--- config.mk ---
export PLATFORM = sky130hd
export DESIGN_NAME = pipelined_shift_unit
export DESIGN_NICKNAME = d
export VERILOG_FILES = /design/src/rtl/pipelined_shift_unit.sv
export SDC_FILE = /design/constraint.sdc
export NUM_CORES = 1
export LEC_CHECK = 0
export CELL_PAD_IN_SITES_DETAIL_PLACEMENT = 0
export CELL_PAD_IN_SITES_GLOBAL_PLACEMENT = 1
export CORE_MARGIN = 3
export CORE_UTILIZATION = 30
export DETAILED_ROUTE_END_ITERATION = 8
export HOLD_SLACK_MARGIN = 0.05
export PLACE_DENSITY_LB_ADDON = 0.1
export SYNTH_ARGS = -nofsm -noshare
export SYNTH_HDL_FRONTEND = slang
export SYNTH_SLANG_ARGS = --single-unit
--- constraint.sdc ---
create_clock -name clk -period 1.6 [get_ports clk]
set_input_delay 0.24 -clock clk [delete_from_list [all_inputs] [get_ports clk]]
set_output_delay 0.24 -clock clk [all_outputs]
set_load 0.1 [all_outputs]
--- src/rtl/pipelined_shift_unit.sv ---
// Pipelined barrel shifter/rotator with an elastic valid/ready pipeline.
// Each stage applies one bit of the shift count: stage k shifts by 2^k.
// A tag and an illegal-op flag travel with each op. Results leave in
// acceptance order after CNT_W cycles when the output is not stalled.

// One barrel stage. It shifts or rotates by a fixed amount when enabled
// and passes the operand through otherwise.
module pipelined_shift_unit_stage #(
    parameter int WIDTH = 16,
    parameter int SHAMT = 1
) (
    input  logic [WIDTH-1:0] operand,
    input  logic [2:0]       op,
    input  logic             en,
    output logic [WIDTH-1:0] result
);

    // Fixed-distance shift/rotate selected by op; identity when not enabled.
    always_comb begin
        result = operand;
        if (en) begin
            case (op)
                3'd0:    result = (operand << SHAMT) | (operand >> (WIDTH - SHAMT));
                3'd1:    result = operand << SHAMT;
                3'd2:    result = (operand >> SHAMT) | (operand << (WIDTH - SHAMT));
                3'd3:    result = operand >> SHAMT;
                // The sign bit never changes along an SRA chain, so the current
                // MSB is the original MSB of the operand.
                3'd4:    result = $unsigned($signed(operand) >>> SHAMT);
                default: result = operand;
            endcase
        end
    end

endmodule

module pipelined_shift_unit #(
    parameter  int WIDTH = 16,
    parameter  int TAG_W = 4,
    localparam int CNT_W = $clog2(WIDTH)
) (
    input  logic             clk,
    input  logic             rst_n,
    input  logic             in_valid,
    output logic             in_ready,
    input  logic [WIDTH-1:0] in_data,
    input  logic [CNT_W-1:0] in_cnt,
    input  logic [2:0]       in_op,
    input  logic [TAG_W-1:0] in_tag,
    output logic             out_valid,
    input  logic             out_ready,
    output logic [WIDTH-1:0] out_data,
    output logic [TAG_W-1:0] out_tag,
    output logic             out_err
);

    typedef struct packed {
        logic [WIDTH-1:0] data;
        logic [CNT_W-1:0] cnt;
        logic [2:0]       op;
        logic [TAG_W-1:0] tag;
        logic             err;
    } stage_t;

    stage_t           stg_q [CNT_W];   // stage registers
    stage_t           pin   [CNT_W];   // what each stage would load
    logic [WIDTH-1:0] sh_data [CNT_W]; // shifted data for each stage
    logic [CNT_W-1:0] v_q;             // per-stage valid
    logic [CNT_W-1:0] pv;              // predecessor valid
    logic [CNT_W-1:0] adv;             // stage may load this cycle
    logic             accept;
    logic             unused_ok;

    // A stage advances when it or any stage downstream of it is empty, or
    // the consumer takes the result; this is adv[k] = !v[k] || adv[k+1]
    // unrolled, so in_ready is a pure function of out_ready and v.
    always_comb begin
        logic acc;
        acc = out_ready;
        adv = '0;
        for (int k = CNT_W - 1; k >= 0; k--) begin
            acc    = acc || !v_q[k];
            adv[k] = acc;
        end
    end

    assign in_ready = adv[0];
    assign accept   = in_valid && in_ready;

    for (genvar k = 0; k < CNT_W; k++) begin : g_stage
        if (k == 0) begin : g_head
            assign pv[k]  = accept;
            assign pin[k] = '{data: in_data, cnt: in_cnt, op: in_op,
                              tag: in_tag, err: (in_op > 3'd4)};
        end else begin : g_body
            assign pv[k]  = v_q[k-1];
            assign pin[k] = stg_q[k-1];
        end

        // Illegal ops bypass every shift so the operand comes out untouched.
        pipelined_shift_unit_stage #(
            .WIDTH (WIDTH),
            .SHAMT (1 << k)
        ) u_stage (
            .operand (pin[k].data),
            .op      (pin[k].op),
            .en      (pin[k].cnt[k] && !pin[k].err),
            .result  (sh_data[k])
        );
    end

    // Elastic pipeline registers: advancing stages take the predecessor's
    // valid; payload only loads when a real op arrives, so held outputs
    // stay stable and empty slots keep their old contents.
    always_ff @(posedge clk or negedge rst_n) begin
        if (!rst_n) begin
            v_q <= '0;
            for (int k = 0; k < CNT_W; k++) stg_q[k] <= '0;
        end else begin
            for (int k = 0; k < CNT_W; k++) begin
                if (adv[k]) begin
                    v_q[k] <= pv[k];
                    if (pv[k]) begin
                        stg_q[k] <= '{data: sh_data[k], cnt: pin[k].cnt, op: pin[k].op,
                                      tag: pin[k].tag, err: pin[k].err};
                    end
                end
            end
        end
    end

    assign out_valid = v_q[CNT_W-1];
    assign out_data  = stg_q[CNT_W-1].data;
    assign out_tag   = stg_q[CNT_W-1].tag;
    assign out_err   = stg_q[CNT_W-1].err;

    // The last stage's count and op are not needed after the final shift.
    assign unused_ok = ^{stg_q[CNT_W-1].cnt, stg_q[CNT_W-1].op};

endmodule

; ---- Yosys cells after proc, flatten, opt, wreduce, memory -nomap -nowiden
; Index checks and enable logic that the tools add are counted.
; Widths: inputs -> output; s select.
[classes]
n_lt_le_gt_ge = 1
n_eq_ne = 16
n_mux = 8
bitwise_logic = 7
reduce_logical = 26
[ops]
columns = op, n
row1 = $pmux 16 s5, 3
row2 = $mux 16, 4
row3 = $pmux 16 s4, 1
row4 = $eq 3x2->1 const B, 8
row5 = $or 12x16->16, 1
row6 = $or 14x16->16, 1
row7 = $or 15x16->16, 1
row8 = $or 16x1->16, 1
row9 = $or 16x2->16, 1
row10 = $or 16x4->16, 1
row11 = $or 16x8->16, 1
row12 = $eq 3x1->1 const B, 4
row13 = $eq 3x3->1 const B, 4
row14 = $logic_not 3->1, 4
row15 = $logic_not 1->1, 8
row16 = $reduce_and 2->1, 4
row17 = $logic_and 1x1->1, 5
row18 = $logic_or 1x1->1, 4
row19 = $gt 3x3->1 const B, 1
row20 = $reduce_or 2->1, 1
[word_totals]
regBits = 109
in_bits = 31
output_inout_bits = 23
wordCells = 80

; ---- Longest topological paths before layout
; Gate-level depths: netlist of run 1.
[logic_depth]
ltp_word = 7
mapped_depth = 7
ltp_nobuf = 4

; ---- Cells and area by module
; From an unflattened synthesis of run 1, not the netlist that was laid out.
[hier_totals]
cells_unflattened = 491
area_unflattened_um2 = 5486.5
[by_module_without_submodules]
columns = module, instances, cells_each, area_each_um2
row1 = pipelined_shift_unit, 1, 228, 3887.5
row2 = pipelined_shift_unit_stage at g_stage[2].u_stage, 1, 82, 455.4
row3 = pipelined_shift_unit_stage at g_stage[1].u_stage, 1, 70, 412.9
row4 = pipelined_shift_unit_stage at g_stage[0].u_stage, 1, 60, 411.6
row5 = pipelined_shift_unit_stage at g_stage[3].u_stage, 1, 51, 319.1

; ---- Least setup slack after synthesis of run 1
; OpenSTA, ideal clock, no wires.
[synth_timing]
kind = flip-flop to flip-flop
startpoint = register v_q[3]
endpoint = register stg_q, in the netlist pin[59]
setup_ns = 0.125
t_arrival_ns = 2.111
path_slack_ns = -0.635
path_stages_with_launch = 5
period_less_slack_ns = 2.235
cell_sequence = dfrtp_1 -> nand4b_1 -> o21ai_4 -> buf_4 -> mux2_2
[synth_between]
elab_chain_cells = 7
[synth_rtl]
columns = element, line
row1 = from (decl), 68  ; logic [CNT_W-1:0] v_q;
row2 = "from (signal, indexed assignment)", 122  ; v_q[k] <= pv[k];
row3 = $logic_not 1->1 *, 82  ; acc = acc || !v_q[k];
row4 = $logic_or 1x1->1 * (4 in a row), 82
row5 = $logic_and 1x1->1, 88  ; assign accept = in_valid && in_ready;
row6 = $reduce_and 2->1 (no line) *, -
row7 = "to (signal, indexed assignment)", 124  ; stg_q[k] <= '{data: sh_data[k], cnt: pin[k].cnt, op: pin[k].op,
row8 = to (decl), 65  ; stage_t stg_q [CNT_W];
; Every way passes the cells marked *; elsewhere a longest branch is shown, timed or not.
; A chain may end at the register's enable or synchronous reset.

; ---- Worst setup path in the final report of run 1
[layout_timing]
startpoint = register v_q[3]
endpoint = output port in_ready
[layout_between]
elab_chain_cells = 5
[layout_rtl]
columns = element, line
row1 = $logic_not 1->1, 82
row2 = $logic_or 1x1->1 (4 in a row), 82
row3 = to (decl), 45  ; output logic in_ready,
; No other way between the ends.

==> results.sh, run 1 <==
export IMPL_fmax_mhz=631.9
export IMPL_drt_total_wl_um=14720
export IMPL_synth_cell_types=41
export IMPL_crit_path_end_kind="output port"
export IMPL_grt_ovfl_total=0
export IMPL_path_cells="nand4b_1 -> or2_4 -> buf_12"
export IMPL_cp_slowest_cell="dfrtp_4"
export IMPL_num_rows=49
export IMPL_grt_use_total_pct=14.96
export IMPL_synthesis_area_mm2=0.005610
export IMPL_clk_path_buf_depth=2
export IMPL_yosysTopAreaCell="dfrtp_1"
export IMPL_grt_use_met3_pct=2.780
export IMPL_grt_antenna_before_repair=0
export IMPL_crit_arrival_ns=1.34
export IMPL_fin_tns_setup_ns=0
export IMPL_hpwl_um=10870
export IMPL_hold_violations=0
export IMPL_drt_pass1_iterations=4
export IMPL_rsz0062_at_grt="yes"
export IMPL_grt_met2_usage_pct=23.81
export IMPL_setup_violations=0
export IMPL_fin_crit_ns=1.582
export IMPL_placed_cell_area_mm2=0.007066
export IMPL_drive_above_1_share_pct=29.73
export IMPL_yosys_warnings=0
export IMPL_synth_common_cells="103 x dfrtp_1, 80 x nand2_1, 49 x mux2_2"
export IMPL_yosys_top_cells_area="dfrtp_1 46%, mux2_2 9.8%, nand2_1 5.4%"
export IMPL_synth_top_area_share_pct=45.94
export IMPL_coreArea_mm2=0.01815
export IMPL_initial_core_util_pct=30.92
export IMPL_worst_slew_pin_slew_ns=0.4432
export IMPL_ys_ff_latch=103
export IMPL_dp_slack_ns=-0.2859
export IMPL_dieArea_mm2=0.02038
export IMPL_power_mw=13.15
export IMPL_cellPowerDensity_mw_per_mm2=1738
export IMPL_cts_root_buf="clkbuf_16"
export IMPL_ios=54
export IMPL_first_global_vias=4687
export IMPL_synth_avg_cell_area_um2=9.860
export IMPL_critPathKind="register to output port"
export IMPL_postRouteAntennaNets=0
export IMPL_worst_setup_path_start_kind="register"
export IMPL_slew_violations=0
export IMPL_dr_total_vias=4553
export IMPL_die_x_um=142.8
export IMPL_whs_ns=0.3483
export IMPL_cts_sinks=103
export IMPL_async_flop_share_pct=100.0
export IMPL_synth_edf_count=0
export IMPL_skew_ns=0.01492
export IMPL_die_h_um=142.8
export IMPL_cp_slowest_stage_delay_ns=0.41
export IMPL_max_vdd_ir_drop_uv=1098
export IMPL_syn_nets=600
export IMPL_cts_tree="yes"
export IMPL_ys_seq_area_share_pct=45.94
export IMPL_htreeDepth=3
export IMPL_diodes=0
export IMPL_gp_congestion=0.8404
export IMPL_path_max_fanout=2
export IMPL_maxCapViolCount=0
export IMPL_cts_buffers=9
export IMPL_viasPerCell=5.087
export IMPL_design_area_mm2=0.007567
export IMPL_grt_pass1_wl_um=24410
export IMPL_fin_crit_sh_pct=98.90
export IMPL_syn_to_final_growth_pct=34.88
export IMPL_grt_max_degree=41
export IMPL_grt_busiest_layer="met2"
export IMPL_max_slew_margin_rel_pct=70.46
export IMPL_nets=692
export IMPL_io_buffers=53
export IMPL_drt_initial_drc_count=179
export IMPL_clk_pin_slew_worst_paths_ns=0.08
export IMPL_hp_class="input pin to async pin"
export IMPL_postSynthCellCount=569
export IMPL_clk_latency_ns=0.37
export IMPL_worst_slack_ns=0.01755
export IMPL_synth_flop_cell="dfrtp_1"
export IMPL_synth_most_common_cell="dfrtp_1"
export IMPL_post_drt_wl_per_cell_um=16.45
export IMPL_cp_required_ns=1.36
export IMPL_power_leakage_nw=3.202
export IMPL_fill_cells=1769
export IMPL_status="completed"
export IMPL_met1_usage_pct=20.58
export IMPL_route_detailed_drc=0
-- final timing paths --
check | end | slack (ns) | from | depth (start not counted)
hold / removal | out_data[4]$_DFFE_PN0P_ | 0.35 | rst_n | 2
min in group clk | pin[60]$_DFFE_PN0P_ | 0.49 | in_tag[3] | 2
setup reg to reg | pin[67]$_DFFE_PN0P_ | 0.06 | v_q[3]$_DFFE_PN0P_ | 5
hold reg to reg | pin[38]$_DFFE_PN0P_ | 0.50 | pin[38]$_DFFE_PN0P_ | 1
max in group asynchronous | pin[63]$_DFFE_PN0P_ | 0.67 | rst_n | 3
setup / recovery | in_ready | 0.02 | v_q[3]$_DFFE_PN0P_ | 3
-- cell type report --
cell class,count,area [um2],share of cell area [%]
Sequential cell,103,2582,34.13
Inverter,2,7.507,0.09921
Clock buffer,9,225.2,2.976
Timing Repair Buffer,128,1461,19.31
Clock inverter,7,86.33,1.141
Multi-Input combinational cell,417,2918,38.56
Tap cell,229,286.5,3.786
-- kinds of logic after synthesis --
kind of cell,after synthesis,synth area share (%)
buffers and inverters,49,4.438
multiplexers,57,11.26
AND/OR/NAND/NOR,164,13.87
flip-flops,103,45.94
AO/OA/AOI/OAI,196,24.49
-- registers in the layout (all words and copies together) (netlist names) --
name / count
pin: 78
out_data: 16
out_tag: 4
v_q: 4
out_err: 1
-- cells in the final DEF, fill, tap and decap left out, types with 9 or more instances in the layout --
| master | Yosys | final |
|---|---|---|
| a21oi_1 | 25 | 25 |
| and2_1 | 10 | 10 |
| o31ai_2 | 1 | 11 |
| buf_4 | 5 | 60 |
| o31ai_1 | 23 | 12 |
| and3_1 | 14 | 14 |
| nand2b_1 | 15 | 15 |
| mux2_2 | 49 | 44 |
| o22ai_2 | 8 | 9 |
| clkdlybuf4s50_1 | 0 | 29 |
| a211oi_1 | 15 | 12 |
| o2bb2ai_1 | 11 | 11 |
| clkbuf_16 | 0 | 9 |
| nor2_1 | 27 | 27 |
| a21o_1 | 14 | 14 |
| buf_12 | 0 | 33 |
| o21a_1 | 20 | 20 |
| nand2_1 | 80 | 80 |
| o22ai_1 | 29 | 28 |
| o21ai_0 | 26 | 26 |
| dfrtp_1 | 103 | 101 |
-- critical path, delay by kind of cell (launching register included) --
family / cells / cell delay (ns)
and+or+nand+nor: 2 / 0.40
DFF: 1 / 0.41
buffers and inverters: 1 / 0.17
-- repair_timing --
| action | CTS | global route |
|---|---|---|
| pin swaps | 1 | 1 |
| hold buffers | 1 | 0 |
| resized for setup | 1 | 25 |
| setup buffers | 1 | 6 |
| setup endpoints to repair | 1 | 29 |
| endpoints found under the hold margin | 29 | 0 |
-- layer usage --
| metal | vias to the layer above | routed length, um |
|---|---|---|
| met4 | 0 | 202 |
| met5 | - | 0 |
| li1 | 2259 | - |
| met1 | 2215 | 7239 |
| met2 | 67 | 6934 |
| met3 | 12 | 345 |
-- stage by stage --
step                      instances  utilization [%]
after floorplan                 569                -
after global placement          871            38.93
after detailed placement        871            38.93
after CTS                       889            40.76
after global routing            895            41.70
final                           895            41.70
-- where the power goes --
part	internal, mW	total, mW	leakage [nW]	switching (mW)
sequential	3.46	4.36	1.25	0.906
combinational	2.80	6.51	1.80	3.71
clock	1.13	2.28	0.151	1.15
Note: power is estimated with default switching activity, not from simulation.
==> run 2, diff against run 1 <==
- clock period: 1.6 -> 1.4 ns (I/O delays scaled with it)
==> run 2 against run 1 <==
  * The run now ends with setup timing left
  * Non-clock buffer count increased by 13
  * Worst hold slack got worse by 0.029 ns
  * Sequential power is 16% higher
  * Utilization is 3.2 points higher
  * Final area grew 7.7%
  * Clock-buffer cell count is 2 higher
  * Highest routed layer unchanged
==> results.sh, run 2 (synthesized netlist as in run 1, its figures left out) <==
export IMPL_status="finished with violations"
export IMPL_violations="setup timing"
export IMPL_placed_cell_area_mm2=0.007224
export IMPL_clk_latency_ns=0.35
export IMPL_drt_initial_drc_count=155
export IMPL_clk_path_buf_depth=2
export IMPL_largest_reg_flops=78
export IMPL_skew_ns=0.009395
export IMPL_htreeDepth=3
export IMPL_cts_tree="yes"
export IMPL_first_global_vias=4785
export IMPL_max_vdd_ir_drop_uv=1113
export IMPL_fin_crit_ns=1.542
export IMPL_crit_arrival_ns=1.33
export IMPL_worst_slew_pin_slew_ns=0.4284
export IMPL_postRouteAntennaNets=0
export IMPL_fill_cells=1713
export IMPL_post_drt_wl_per_cell_um=17.03
export IMPL_grt_antenna_before_repair=0
export IMPL_cts_buffers=9
export IMPL_whs_ns=0.3189
export IMPL_viasPerCell=5.192
export IMPL_grt_max_degree=33
export IMPL_hp_class="input pin to async pin"
export IMPL_grt_ovfl_total=0
export IMPL_worst_slack_ns=-0.1423
export IMPL_nets=705
export IMPL_drive_above_1_share_pct=36.52
export IMPL_critPathKind="register to output port"
export IMPL_initial_core_util_pct=30.92
export IMPL_drt_total_wl_um=15460
export IMPL_most_common_layout_cells="100 x dfrtp_1, 71 x nand2_1, 55 x buf_4"
export IMPL_cellPowerDensity_mw_per_mm2=1994
export IMPL_gp_congestion=0.8017
export IMPL_maxCapViolCount=0
export IMPL_die_h_um=142.8
export IMPL_ios=54
export IMPL_setup_violations=82
export IMPL_clk_pin_slew_worst_paths_ns=0.07
export IMPL_final_common_cell="dfrtp_1"
export IMPL_fin_crit_sh_pct=110.2
export IMPL_path_max_fanout=2
export IMPL_num_rows=49
export IMPL_syn_to_final_growth_pct=45.29
export IMPL_rsz0062_at_grt="yes"
export IMPL_dp_slack_ns=-0.4763
export IMPL_dr_total_vias=4714
export IMPL_crit_path_end_kind="output port"
export IMPL_drt_pass1_iterations=4
export IMPL_die_x_um=142.8
export IMPL_cts_sinks=103
export IMPL_final_util_pct=44.92
export IMPL_power_leakage_nw=3.453
export IMPL_cts_root_buf="clkbuf_16"
export IMPL_hpwl_um=10890
export IMPL_worst_setup_path_start_kind="register"
export IMPL_slew_violations=0
export IMPL_dieArea_mm2=0.02038
export IMPL_fin_tns_setup_ns=-4.278
export IMPL_grt_pass1_wl_um=24720
export IMPL_max_slew_margin_rel_pct=71.44
export IMPL_route_detailed_drc=0
export IMPL_diodes=0
export IMPL_cp_required_ns=1.19
export IMPL_io_buffers=53
export IMPL_hold_violations=0
export IMPL_design_area_mm2=0.008152
export IMPL_grt_use_total_pct=15.37
export IMPL_coreArea_mm2=0.01815
export IMPL_fmax_mhz=648.4
run 2: cell types whose count changed in the layout (fill, tap and decap cells not counted), moves of 7 or more:
cell and delta:
mux2_4 +16, buf_6 +13, o21ai_1 +15, o31ai_1 -8, mux2_2 -16, o21ai_0 -18
o2bb2ai_1 -7, nand2_1 -9, nand2_2 +8, o31ai_4 +7
run 2: through the flow:
stage / instances / power [mW]
6_report: 908 / 16.25
5_1_grt: 908 / 17.13
4_1_cts: 904 / 15.53
3_5_place_dp: 883 / 12.49
3_3_place_gp: 883 / 12.39
2_1_floorplan: 569 / 9.466
run 2: critical path: stages (launching register included):
cell      delay [ns]
dfrtp_4         0.41
nand4b_1        0.12
or2_4           0.27
buf_12          0.17
run 2: area by class of cell:
type | count | area (um2) | share of cell area (%)
multi-input cells | 417 | 3263 | 40.03
repair buffers | 141 | 1702 | 20.87
clock inverters | 5 | 66.31 | 0.8135
inverters | 2 | 7.507 | 0.09210
well taps | 229 | 286.5 | 3.515
clock buffers | 11 | 242.7 | 2.978
flip-flops and latches | 103 | 2584 | 31.70
run 2: worst paths after layout:
kind | from | endpoint | slack, ns | cells past startpoint
max | v_q[3]$_DFFE_PN0P_ | in_ready | -0.14 | 3
min | rst_n | out_data[1]$_DFFE_PN0P_ | 0.32 | 2
max reg2reg | v_q[3]$_DFFE_PN0P_ | pin[63]$_DFFE_PN0P_ | -0.12 | 5
min reg2reg | pin[39]$_DFFE_PN0P_ | pin[11]$_DFFE_PN0P_ | 0.50 | 1
max in group asynchronous | rst_n | pin[72]$_DFFE_PN0P_ | 0.57 | 3
min in group clk | in_tag[2] | pin[59]$_DFFE_PN0P_ | 0.46 | 2
run 2: where the power goes:
group | switching [mW] | internal [mW] | total, mW
combinational | 4.67 | 3.88 | 8.55
clock | 1.17 | 1.46 | 2.63
sequential | 1.12 | 3.95 | 5.07
run 2: metal layers:
metal,global-route usage (%),share of wire (%)
met5,0,0
met4,6.253,2.2
met3,2.177,2.3
met2,25.20,49
met1,20.50,47
run 2: repair_timing:
action | 4_1_cts | 5_1_grt
pin swaps | 4 | 6
hold buffers | 1 | 0
endpoints found under the hold margin | 22 | 0
cloned | 1 | 2
endpoints found under the setup margin | 87 | 96
gates resized for setup | 53 | 66
setup buffers | 3 | 4
==> RTL change (settings of run 1) <==
Put a register stage on the output `out_err`, cleared by the reset. The value now appears one clock later. The other outputs are not delayed to match.
--- a/src/rtl/pipelined_shift_unit.sv
+++ b/src/rtl/pipelined_shift_unit.sv
@@ -132,7 +132,13 @@
     assign out_valid = v_q[CNT_W-1];
     assign out_data  = stg_q[CNT_W-1].data;
     assign out_tag   = stg_q[CNT_W-1].tag;
-    assign out_err   = stg_q[CNT_W-1].err;
+    always_ff @(posedge clk or negedge rst_n) begin
+        if (!rst_n) begin
+            out_err <= '0;
+        end else begin
+            out_err <= stg_q[CNT_W-1].err;
+        end
+    end
 
     // The last stage's count and op are not needed after the final shift.
     assign unused_ok = ^{stg_q[CNT_W-1].cnt, stg_q[CNT_W-1].op};
Behaviour: not the same (a bounded check fails within 10 cycles, from zero or initial values and one cycle with rst_n low).
==> RTL change against run 1 <==
Maximum frequency rose by 0.72%. Critical path type unchanged. Total power rose by 0.80%. Die area rose by 3.0%. Core utilization shrank 1.8 points. Worst setup slack improved by 11 ps. Sequential cell count grew 1. Design area decreased by 0.66%. Wire length is 4.4% higher. Synthesized area grew 3.1%. Final cell count up 1.8%. Hold slack got worse by 26 ps.
==> RTL change: results (changes against run 1) <==
| Metric | Value |
|---|---|
| Largest net degree at the start of global routing | `43 (+4.9%)` |
| Clock skew | `12.5 ps (-2.37 ps)` |
| Register area share after synthesis | `45.0% (-0.96 points)` |
| Avg WL per Cell | `16.9 um (+2.5%)` |
| Max VDD drop | `1.19 mV (+8.2%)` |
| DR WL met3 | `376 um (+9.0%)` |
| 1st-iter DRT viols | `200 (+12%)` |
| Routability cong. | `0.821 (-2.3%)` |
| Multi-input combinational area share | `38.4% (-0.14 points)` |
| Met1 wire length | `7290 um (+0.69%)` |
| Reg-to-Reg End | `pin[60]` |
| Ranking of synthesized cells by area | `dfrtp_1 45%, mux2_2 9.5%, nand2_1 5.2%` |
| Post-synthesis mux area share | `10.9% (-0.34 points)` |
| M1 GR Usage | `21.5% (+0.89 points)` |
| Data buffer area share | `18.3% (-1.0 points)` |
| Compound-Gate Fraction of Synth Area | `23.7% (-0.74 points)` |
| Via count | `4480 (-1.6%)` |
| Syn_nets | `621 (+3.5%)` |
| Non-Clock Buffer Count | `112 (-13%)` |
| Clk cell area share | `4.18% (+0.061 points)` |
| Area grow syn2layout | `29.9%` |
| Status | `completed` |
| CP Launch Point | `v_q[2]` |
| Share of Yosys cell area claimed by the top area cell type | `45.0% (-0.96 points)` |
| Drt pass-1 iters | `5 (+1)` |
| Max FO, Critical Path | `4 (+2)` |
| Routed wl met2 | `7430 um (+7.2%)` |
| Clk sinks | `104 (+0.97%)` |
| Vias in the first global route | `4581 (-2.3%)` |
| M3 GR Usage | `2.56% (-0.22 points)` |
| Post-synth top cells | `104 x dfrtp_1, 80 x nand2_1, 49 x mux2_2` |
| Post-detail-place hpwl | `11000 um (+1.3%)` |
| FF+latch area | `2610 um^2 (+1.0%)` |
| Layout Nets | `677 (-2.2%)` |
| Crit-path slowest cell | `dfrtp_1` |
| Rel. slew slack | `76.9% (+6.5 points)` |
-- RTL change: cell types whose count changed after synthesis --
cell / run 1 / this run
dfrtp_1: 103 / 104
buf_4: 5 / 25
-- RTL change: kinds of logic after synthesis --
kind of cell | Yosys count
multiplexers | 57
flip-flops | 104
buffers and inverters | 69
AO/OA/AOI/OAI | 196
AND/OR/NAND/NOR | 164
-- RTL change: report_power, final --
group          internal [mW]  leakage [nW]  switching (mW)
clock                   1.26         0.150            1.10
combinational           2.75          1.73            3.70
sequential              3.49          1.26           0.961
total                   7.50          3.14            5.76
-- RTL change: stage by stage --
stage / total power [mW] / cells / hold slack [ps] / setup WS, ps
6_report: 13.3 / 911 / 322 / 28.9
5_1_grt: 14.1 / 911 / 336 / -33.0
4_1_cts: 13.3 / 911 / 319 / 14.1
3_5_place_dp: 10.9 / 893 / 165 / -295
3_3_place_gp: 10.9 / 893 / 160 / -282
2_1_floorplan: 8.60 / 590 / -55.6 / -151
